===== src/rtl/pulse_pkg.sv =====
`default_nettype none
// ============================================================================
// Module   : pulse_pkg
// Brief    : Shared state encoding and default widths for pulse_stretch.
// Revision : 1.0 - initial release
// ============================================================================
package pulse_pkg;

  localparam int DEF_CNT_W = 16;

  typedef enum logic [1:0] {
    IDLE     = 2'd0,
    HOLD     = 2'd1,
    COOLDOWN = 2'd2
  } state_e;

endpackage : pulse_pkg
`default_nettype wire


===== src/rtl/edge_detect.sv =====
`default_nettype none
// ============================================================================
// Module   : edge_detect
// Brief    : Registers an input and flags its rising edge; reset value of the
//            history register is selectable so a held-high input is ignored.
// Revision : 1.0 - initial release
// ============================================================================
module edge_detect #(
  parameter bit PRESET = 1'b0
) (
  input  logic clock,
  input  logic resetn,
  input  logic d_i,
  output logic rise_o
);

  logic d_q;

  always_ff @(posedge clock or negedge resetn) begin
    if (!resetn) begin
      d_q <= PRESET;
    end else begin
      d_q <= d_i;
    end
  end

  assign rise_o = d_i & ~d_q;

endmodule : edge_detect
`default_nettype wire


===== src/rtl/pulse_stretch.sv =====
`default_nettype none
// ============================================================================
// Module   : pulse_stretch
// Brief    : Stretches single-cycle events into a level of programmable length,
//            followed by an optional cooldown lockout. Define
//            PULSE_STRETCH_RETRIGGER_EN to let events during HOLD reload it.
// Revision : 1.0 - initial release
// ============================================================================
module pulse_stretch
  import pulse_pkg::*;
#(
  parameter int CNT_W           = DEF_CNT_W,
  parameter int COOLDOWN_CYCLES = 0,
  parameter int DEF_HOLD        = 1000
) (
  input  logic             clock,
  input  logic             resetn,
  input  logic             pulse,
  input  logic             enable,
  input  logic [CNT_W-1:0] hold_len,
  output logic             level,
  output logic             busy,
  output logic             done,
  output logic             dropped,
  output logic [CNT_W-1:0] remaining
);

  if ((CNT_W < 1) || (CNT_W > 31)) begin : g_bad_cnt_w
    $error("pulse_stretch: CNT_W must be in 1..31");
  end
  if ((COOLDOWN_CYCLES < 0) ||
      (longint'(COOLDOWN_CYCLES) >= (longint'(1) << CNT_W))) begin : g_bad_cooldown
    $error("pulse_stretch: COOLDOWN_CYCLES does not fit in CNT_W bits");
  end
  if ((DEF_HOLD < 1) ||
      (longint'(DEF_HOLD) >= (longint'(1) << CNT_W))) begin : g_bad_def_hold
    $error("pulse_stretch: DEF_HOLD must be >= 1 and fit in CNT_W bits");
  end

  localparam logic [CNT_W-1:0] c_def_hold = CNT_W'(DEF_HOLD);
  localparam logic [CNT_W-1:0] c_cooldown = CNT_W'(COOLDOWN_CYCLES);
  localparam logic [CNT_W-1:0] c_one      = CNT_W'(1);

  state_e           state_q, state_d;
  logic [CNT_W-1:0] cnt_q, cnt_d;
  logic [CNT_W-1:0] cd_q, cd_d;
  logic             level_q, level_d;
  logic             busy_q, busy_d;
  logic             done_q, done_d;
  logic             dropped_q, dropped_d;

  logic             w_event;
  logic             w_reject;
  logic             w_hold_end;
  logic [CNT_W-1:0] w_len;

  // History register presets high so a pulse held through reset is not an event.
  edge_detect #(
    .PRESET (1'b1)
  ) u_edge (
    .clock  (clock),
    .resetn (resetn),
    .d_i    (pulse),
    .rise_o (w_event)
  );

  assign w_len = (hold_len == '0) ? c_def_hold : hold_len;

  always_ff @(posedge clock or negedge resetn) begin
    if (!resetn) begin
      state_q   <= IDLE;
      cnt_q     <= '0;
      cd_q      <= '0;
      level_q   <= 1'b0;
      busy_q    <= 1'b0;
      done_q    <= 1'b0;
      dropped_q <= 1'b0;
    end else begin
      state_q   <= state_d;
      cnt_q     <= cnt_d;
      cd_q      <= cd_d;
      level_q   <= level_d;
      busy_q    <= busy_d;
      done_q    <= done_d;
      dropped_q <= dropped_d;
    end
  end

  always_comb begin
    state_d    = state_q;
    cnt_d      = cnt_q;
    cd_d       = cd_q;
    w_reject   = 1'b0;
    w_hold_end = 1'b0;
    case (state_q)
      IDLE: begin
        if (w_event) begin
          if (enable) begin
            state_d = HOLD;
            cnt_d   = w_len;
          end else begin
            w_reject = 1'b1;
          end
        end
      end
      HOLD: begin
        // cnt_q is the number of level-high cycles left including this one.
        if (cnt_q == c_one) begin
          w_hold_end = 1'b1;
          cnt_d      = '0;
          if (c_cooldown != '0) begin
            state_d = COOLDOWN;
            cd_d    = c_cooldown;
          end else begin
            state_d = IDLE;
          end
        end else begin
          cnt_d = cnt_q - c_one;
        end
`ifdef PULSE_STRETCH_RETRIGGER_EN
        if (w_event && enable) begin
          state_d    = HOLD;
          cnt_d      = w_len;
          cd_d       = '0;
          w_hold_end = 1'b0;
        end
        w_reject = w_event & ~enable;
`else
        w_reject = w_event;
`endif
      end
      COOLDOWN: begin
        w_reject = w_event;
        if (cd_q == c_one) begin
          state_d = IDLE;
          cd_d    = '0;
        end else begin
          cd_d = cd_q - c_one;
        end
      end
      default: begin
        state_d = IDLE;
        cnt_d   = '0;
        cd_d    = '0;
      end
    endcase
  end

  always_comb begin
    level_d   = (state_d == HOLD);
    busy_d    = (state_d != IDLE);
    done_d    = w_hold_end;
    dropped_d = w_reject;
  end

  assign level     = level_q;
  assign busy      = busy_q;
  assign done      = done_q;
  assign dropped   = dropped_q;
  assign remaining = cnt_q;

endmodule : pulse_stretch
`default_nettype wire


===== config.mk =====
export PLATFORM = sky130hd
export DESIGN_NAME = pulse_stretch
export DESIGN_NICKNAME = d
export VERILOG_FILES = /design/src/rtl/pulse_pkg.sv /design/src/rtl/edge_detect.sv /design/src/rtl/pulse_stretch.sv
export SDC_FILE = /design/constraint.sdc
export NUM_CORES = 1
export LEC_CHECK = 0
export ABC_CLOCK_PERIOD_IN_PS = 2800
export CORE_MARGIN = 1
export CORE_UTILIZATION = 53
export DETAILED_ROUTE_END_ITERATION = 8
export GPL_ROUTABILITY_DRIVEN = 0
export GPL_TIMING_DRIVEN = 0
export PLACE_DENSITY = 0.8
export SKIP_CTS_REPAIR_TIMING = 1
export SLEW_MARGIN = 10
export SYNTH_ARGS = -nofsm -noshare
export SYNTH_HDL_FRONTEND = slang
export SYNTH_SLANG_ARGS = --single-unit
export TNS_END_PERCENT = 100

===== constraint.sdc =====
create_clock -name clock -period 2.8 [get_ports clock]
set_input_delay 0.28 -clock clock [delete_from_list [all_inputs] [get_ports clock]]
set_output_delay 0.28 -clock clock [all_outputs]
set_load 0.1 [all_outputs]

; ---- After elaboration in Yosys (flattened, before gate mapping)
; Cells that the tools add are included.
[op_classes]
addsub = 2
n_eq_ne = 7
n_mux = 17
bitwise = 3
reduce_logical = 6
[op_table]
columns = cell, n
row1 = 16-bit 2-to-1 mux, 5
row2 = 16-bit case mux with 3 select lines, 1
row3 = "16-bit by 1-bit equality test with 1-bit output, second input constant", 2
row4 = 16-bit case mux with 2 select lines, 1
row5 = "16-bit by 1-bit subtractor with 16-bit output, second input constant", 2
row6 = 16-bit logical NOT, 1
row7 = 2-bit 2-to-1 mux, 4
row8 = 2-bit case mux with 3 select lines, 1
row9 = "2-bit by 1-bit equality test with 1-bit output, second input constant", 2
row10 = 1-bit 2-to-1 mux, 4
row11 = 2-bit OR reduction, 2
row12 = 3-bit AND reduction, 1
row13 = "2-bit equality test, second input constant", 1
row14 = 2-bit logical NOT, 1
row15 = "2-bit by 1-bit != test with 1-bit output, second input constant", 1
row16 = "2-bit != test, second input constant", 1
row17 = 1-bit NOT, 2
row18 = 1-bit case mux with 2 select lines, 1
row19 = 2-bit nonzero test, 1
row20 = 1-bit AND, 1
[word_totals]
register_bits = 39
in_bits = 20
out_inout_bits = 20
wordCells = 43

; ---- Longest topological paths before layout
; Gate-level depths: netlist of the first run.
[depth]
word_depth = 5
ltp_mapped = 8
ltp_nobuf = 7

; ---- Modules after synthesis
; Synthesis of the first run repeated with hierarchy kept, for this count alone.
[hier_totals]
cells_unflattened = 247
hier_area_um2 = 2284.7
[modules_own_cells]
columns = mod, instances, cells_each, area_each_um2, seq_area_each_um2
row1 = pulse_stretch, 1, 245, 2244.7, 950.9
row2 = edge_detect, 1, 2, 40.0, 26.3

; ---- Worst setup path after synthesis of the first run
; Ideal clock, no wire load.
[synth_path]
path_type = flip-flop to flip-flop
from = reg cnt_q[0], in the netlist remaining[0]
to = reg cnt_q[3], in the netlist remaining[3]
setup_time_ps = 123
t_arrival_ps = 2681
required_ps = 2677
setup_slack_ps = -5
path_stages_with_launch = 7
n_path_buf = 0
period_less_slack_ps = 2805
path_cell_list = dfrtp_1 > ha_1 > or4b_2 > o41ai_4 > nand2b_1 > o21ai_1 > a22o_1
[synth_between]
elab_chain_len = 3
word_cells_on_any_way = 4
classes_between = add/sub (1) / eq/ne (1) / mux (2)
[synth_rtl]
columns = item, line
row1 = from (decl), pulse_stretch.sv:45  ; logic [CNT_W-1:0] cnt_q, cnt_d;
row2 = from (signal assigned), pulse_stretch.sv:80  ; cnt_q <= cnt_d;
row3 = 16-bit by 1-bit subtractor with 16-bit output / 16-bit by 1-bit equality test with 1-bit output (equally long branches), "pulse_stretch.sv:118, pulse_stretch.sv:108"
row4 = 16-bit 2-to-1 mux *, pulse_stretch.sv:108  ; if (cnt_q == c_one) begin
row5 = 16-bit case mux with 3 select lines *, pulse_stretch.sv:95  ; case (state_q)
; Every way passes the cells marked *; elsewhere a longest branch is shown, timed or not.
; A chain may end at the register's enable or synchronous reset.

; ---- Worst setup path after layout of the first run
[layout_path]
from = reg cnt_q[1], in the netlist remaining[1]
to = reg cnt_q[13], in the netlist remaining[13]
; The elaborated chain is that of the path after synthesis.

==> flow_summary.ini, run 1 <==
[grt]
grt_pass1_vias = 1841
grt_antenna_before_repair = 0
grt_usage_pct = 26.69
grt_max_degree = 22
grt_overflow = 0
grt_pass1_wl_mm = 8.935

[drt]
postRouteAntennaNets = 0
drc_errors = 0
wire_per_inst_um = 15.53
drtIter0Drc = 106
wl_mm = 5.390
num_vias = 2070
viasPerCell = 5.965
first_pass_iters = 4

[final_layout]
layout.nets = 324
final_cells = 347
diodes = 0
syn_to_final_growth_pct = 26.30
layout-drive-gt1-share_pct = 6.734

[timing]
max_freq_mhz = 406.7
relSlewSlack_pct = 34.48
fin_tns_setup_ns = 0
report.final.slew_viol_count = 0
rsz0062_at_grt = no
fin_crit_sh_pct = 87.83
period_needed_ns = 2.459
setup-violations-final = 0
hold_violations = 0
tightest_slew_ns = 0.9798
fin_skew_ns = 0.006001

[setup_path]
path_class = register to register
cp.arrival_ns = 2.63
path_max_fanout = 6
path_buf_inv = 1
critPathLaunchType = register
crit_family = simple AND/OR/NAND/NOR gates
critPathSlowestCell = or4b_2
path_cells = inv_1 -> ha_1 -> or4b_2 -> o41ai_4 -> nor2_1 -> a32oi_1 -> nand2_1
slowest_delay_ns = 0.66
end_kind = register
critPathRequiredTime_ns = 2.97

[place]
place_hpwl_mm = 4.051
dp_cells = 338
port_buffers = 39

[logic_synthesis]
syn_area_um2 = 2255
ys_seq_area_share_pct = 43.34
yosys-top-cells-area = dfrtp_1, o21ai_0, ha_1
synth_edf_count = 0
synth.most_common_cell = dfrtp_1
synth-seq-cells = 39
syn_nets = 276
ys_async_sr_fraction_pct = 100.0
ys_types = 45
syn_inst = 248
synth.top_cell.area_share_pct = 42.18
avgSynthCellArea_um2 = 9.091
synth_common_cells = dfrtp_1, o21ai_0, nand2_1, nor2_1, a21oi_1
yosysWarnings = 0
ys.flop_type = dfrtp_1
synth_top_area_cell = dfrtp_1

[clocking]
clk_path_buf_depth = 2
clk-insertion-delay-late_ns = 0.29
numCtsBuffers = 5
cts_tree = done
cts_sinks = 39
cts.htree.levels = 2
cts-root-buf = clkbuf_8
clk_transition_reported_paths_ns = 0.07

[power]
p_per_area_nw_per_um2 = 379.1
peakVddDrop_mv = 0.2723
leakage_nw = 1.205

[die]
die_area_um2 = 4519
core_area_um2 = 4029
io_pins = 40
die-height_um = 67.23
die_w_um = 67.23
initial_utilization_pct = 55.96
rows = 23

[flow_run]
cap_violations = 0

[status]
status = complete, no violations

[worst_hold_path]
hold_path.class = primary input to register
area by class of cell:
class | count | area, um^2
buffer | 11 | 60.06
clock buffer | 7 | 76.32
clock inverter | 1 | 30.03
fill | 333 | 1181
inverter | 9 | 33.78
multi-input combinational | 189 | 1184
sequential | 39 | 978.4
tap | 50 | 62.56
timing repair buffer | 41 | 422.9
stage by stage:
stage | area, um^2 | worst slack, ns | util, % | power, mW | hold WS [ns]
after floorplan | 2256 | 0.1219 | - | 0.5857 | -0.01559
after global placement | 2709 | 0.3657 | 67.24 | 0.6302 | 0.4740
after detailed placement | 2731 | 0.3760 | 67.80 | 0.6343 | 0.2725
after CTS | 2838 | 0.3586 | 70.43 | 1.092 | -0.04305
after global routing | 2848 | 0.2451 | 70.68 | 1.116 | 0.4783
final | 2848 | 0.3409 | 70.68 | 1.080 | 0.4731
layout by cell type (no fill, tap or decap), types with 2 or more instances in the layout:
cell and n:
clkdlybuf4s50_1 38, dfrtp_1 37, o21ai_0 28, nand2_1 19, nor2_1 19, a21oi_1 15, nor4_1 12, nor3_1 12
inv_1 9, clkbuf_1 8, ha_1 8, xnor2_1 7, o21ai_1 7, or3_1 6, a22o_1 6, clkbuf_8 5
buf_2 4, o211ai_1 4, nand3_1 4, nand2b_1 4, o31ai_1 3, nand4_1 3, a32oi_1 3, nor4b_1 2
nand3b_1 2, or4_1 2, buf_6 2, nor3b_1 2, and2_1 2, xor2_1 2, o41ai_1 2
routing by layer:
layer  vias up  global-route usage [%]  routed length, um
li1       1012                       -                  -
met1       981                   36.06               2509
met2        72                   42.25               2505
met3         5                   6.419                314
met4         0                   7.713                 60
met5         -                       0                  0
logic make-up after synthesis:
group	synth area share (%)
compound gates	21.48
xor+xnor	3.496
fa+ha+maj	4.440
buf+inv	4.162
flops	43.34
mux	0.4440
simple gates	22.64
flip-flops by register name, indices dropped and copies added (netlist names):
name,cells
busy,1
state_q,2
cd_q,16
dropped,1
remaining,16
level,1
u_edge.d_q,1
done,1
final timing paths:
path | end | slack, ns | cells after the start | startpoint
min reg2reg | cd_q[4] | 0.50 | 1 | cd_q[4]
max in group asynchronous | u_edge.d_q | 1.77 | 3 | resetn
min | u_edge.d_q | 0.47 | 1 | pulse
max reg2reg | remaining[13] | 0.34 | 7 | remaining[1]
min in group asynchronous | remaining[5] | 0.48 | 2 | resetn
max | remaining[13] | 0.34 | 7 | remaining[1]
where the power goes:
| part | leakage [nW] | internal, mW | switching (mW) |
|---|---|---|---|
| Sequential | 0.483 | 0.565 | 0.000681 |
| Combinational | 0.669 | 0.0307 | 0.0275 |
| Clock | 0.0524 | 0.266 | 0.189 |
| Total | 1.21 | 0.862 | 0.217 |
Power figures use the tool's default switching activity.
==> run 2, diff against run 1 <==
--- a/config.mk
+++ b/config.mk
@@ -10,7 +10,6 @@
 export CORE_UTILIZATION = 53
 export DETAILED_ROUTE_END_ITERATION = 8
 export GPL_ROUTABILITY_DRIVEN = 0
-export GPL_TIMING_DRIVEN = 0
 export PLACE_DENSITY = 0.8
 export SKIP_CTS_REPAIR_TIMING = 1
 export SLEW_MARGIN = 10
==> run 2 against run 1 <==
Compared with the run above: clock power up 22%; die area unchanged; highest routed layer unchanged; critical path depth is 1 higher; flip-flop and latch count unchanged; setup slack worse by 0.041 ns; via count fell by 1.1%; combinational power decreased by 9.6%; wire length fell by 1.4%; core utilization shrank 2.3 points.
==> flow_summary.ini, run 2 (same netlist as run 1, synthesis figures left out) <==
[status]
status = complete, no violations

[setup_path]
slowest_delay_ns = 0.66
path_class = register to register
end_kind = register
r2r-end = remaining[5]
r2r-start = remaining[1]
cp.arrival_ns = 2.68
reg2regPathDepth = 8
path_cells = inv_1 -> ha_1 -> or4b_2 -> o41ai_4 -> buf_4 -> nand2b_1 -> o21ai_1 -> a22o_1
path_max_fanout = 10
critPathRequiredTime_ns = 2.98
rrSetupSlack_ns = 0.30
critPathSlowestCell = or4b_2
crit_start = remaining[1]
critPathLaunchType = register

[power]
power_frac_clock_pct = 47.4
peakVddDrop_mv = 0.2720
seqPwrFrac_pct = 48.1
internal-power_uw = 946.8
p_sw_share_pct = 19.50
p_per_area_nw_per_um2 = 426.7
combPwrFrac_pct = 4.5
p_sw_uw = 229.4
leakage_nw = 1.213

[timing]
period_needed_ns = 2.500
fin_skew_ns = 0.01068
tightest_slew_ns = 0.8631
fin_crit_sh_pct = 89.27
rsz0062_at_grt = no
report.final.slew_viol_count = 0
setup-violations-final = 0
relSlewSlack_pct = 42.46
max_freq_mhz = 400.1
hold_violations = 0
fin_tns_setup_ns = 0
timing.final.ws_setup_ns = 0.3003

[clocking]
cts_sinks = 39
cts_tree = done
cts-root-buf = clkbuf_8
clk_transition_reported_paths_ns = 0.08
numCtsBuffers = 5
clk_path_buf_depth = 2
cts.htree.levels = 2
clk-insertion-delay-late_ns = 0.30

[final_layout]
layout_common_cells = dfrtp_1, o21ai_0, buf_4
multi_input_area_um2 = 1184
fillers = 329
syn_to_final_growth_pct = 22.25
layout-drive-gt1-share_pct = 13.54
layout.nets = 315
diodes = 0
layout_commonest_cell = dfrtp_1
final_cells = 338
regArea_um2 = 978.4

[grt]
grt_usage_pct = 26.43
grt_pass1_wl_mm = 8.894
grt_antenna_before_repair = 0
grt_overflow = 0
grt_max_degree = 40
grt_pass1_vias = 1870

[die]
die-height_um = 67.23
die_area_um2 = 4519
core_area_um2 = 4029
initial_utilization_pct = 55.96
rows = 23
io_pins = 40
die_w_um = 67.23

[drt]
postRouteAntennaNets = 0
drtIter0Drc = 101
drc_errors = 0
wire_per_inst_um = 15.73
viasPerCell = 6.056
num_vias = 2047
first_pass_iters = 4
wl_mm = 5.317

[place]
dp_cells = 330
port_buffers = 39
place_hpwl_mm = 3.843
dp_slack_ns = 0.3504

[flow_run]
cap_violations = 0

[worst_hold_path]
hold_path.class = primary input to async pin
[run 2: changes by cell type in the layout (fill, tap and decap cells not counted), sizes merged]
cell,delta
clkdlybuf4s50,-20
buf,+18
clkbuf,-7
bufinv,+1
dlygate4sd3,-1
[run 2: through the flow]
step,hold slack [ns],total power [mW],util [%],instance area (um^2)
after CTS,0.1224,1.182,68.42,2756
after global placement,0.4446,0.6293,65.12,2624
final,0.08429,1.176,68.42,2756
after floorplan,-0.01559,0.5857,-,2256
after global routing,0.1641,1.211,68.42,2756
after detailed placement,0.4418,0.6295,65.12,2624
[run 2: layer usage]
| layer | vias to the layer above | track usage (%) | wire, um |
|---|---|---|---|
| met2 | 65 | 41.00 | 2511 |
| met5 | - | 0 | 0 |
| met4 | 0 | 6.383 | 57 |
| li1 | 1009 | - | - |
| met1 | 964 | 37.19 | 2450 |
| met3 | 9 | 5.912 | 298 |
[run 2: layout make-up]
cell class                 count  share of cell area (%)
multi-input combinational    189                   42.94
sequential                    39                   35.50
timing repair buffer          43                   13.25
clock buffer                   6                   2.633
tap                           50                   2.270
clock inverter                 2                   2.179
inverter                       9                   1.226
[run 2: worst max-delay path by stage]
stage                          endpoint  slack (ns)  cells past startpoint
after global routing      remaining[11]        0.20                      8
final                      remaining[5]        0.30                      8
after CTS                  remaining[5]        0.31                      8
after floorplan            remaining[3]        0.12                      7
after detailed placement   remaining[3]        0.35                      6
after global placement     remaining[5]        0.40                      6
[run 2: worst max-delay path: cells and delay by family, from the launching register on]
kind            cells  cell delay (ns)
fa+ha+maj           1             0.15
flops               1             0.41
simple gates        2             0.80
compound gates      3             0.69
buf+inv             2             0.35
[run 2: power by group through the flow]
stage	registers, mW	clock network, mW	logic (mW)
after floorplan	0.582	0	0.00357
after global placement	0.577	0	0.0528
after detailed placement	0.577	0	0.0530
after CTS	0.565	0.563	0.0531
after global routing	0.566	0.588	0.0574
final	0.566	0.558	0.0527
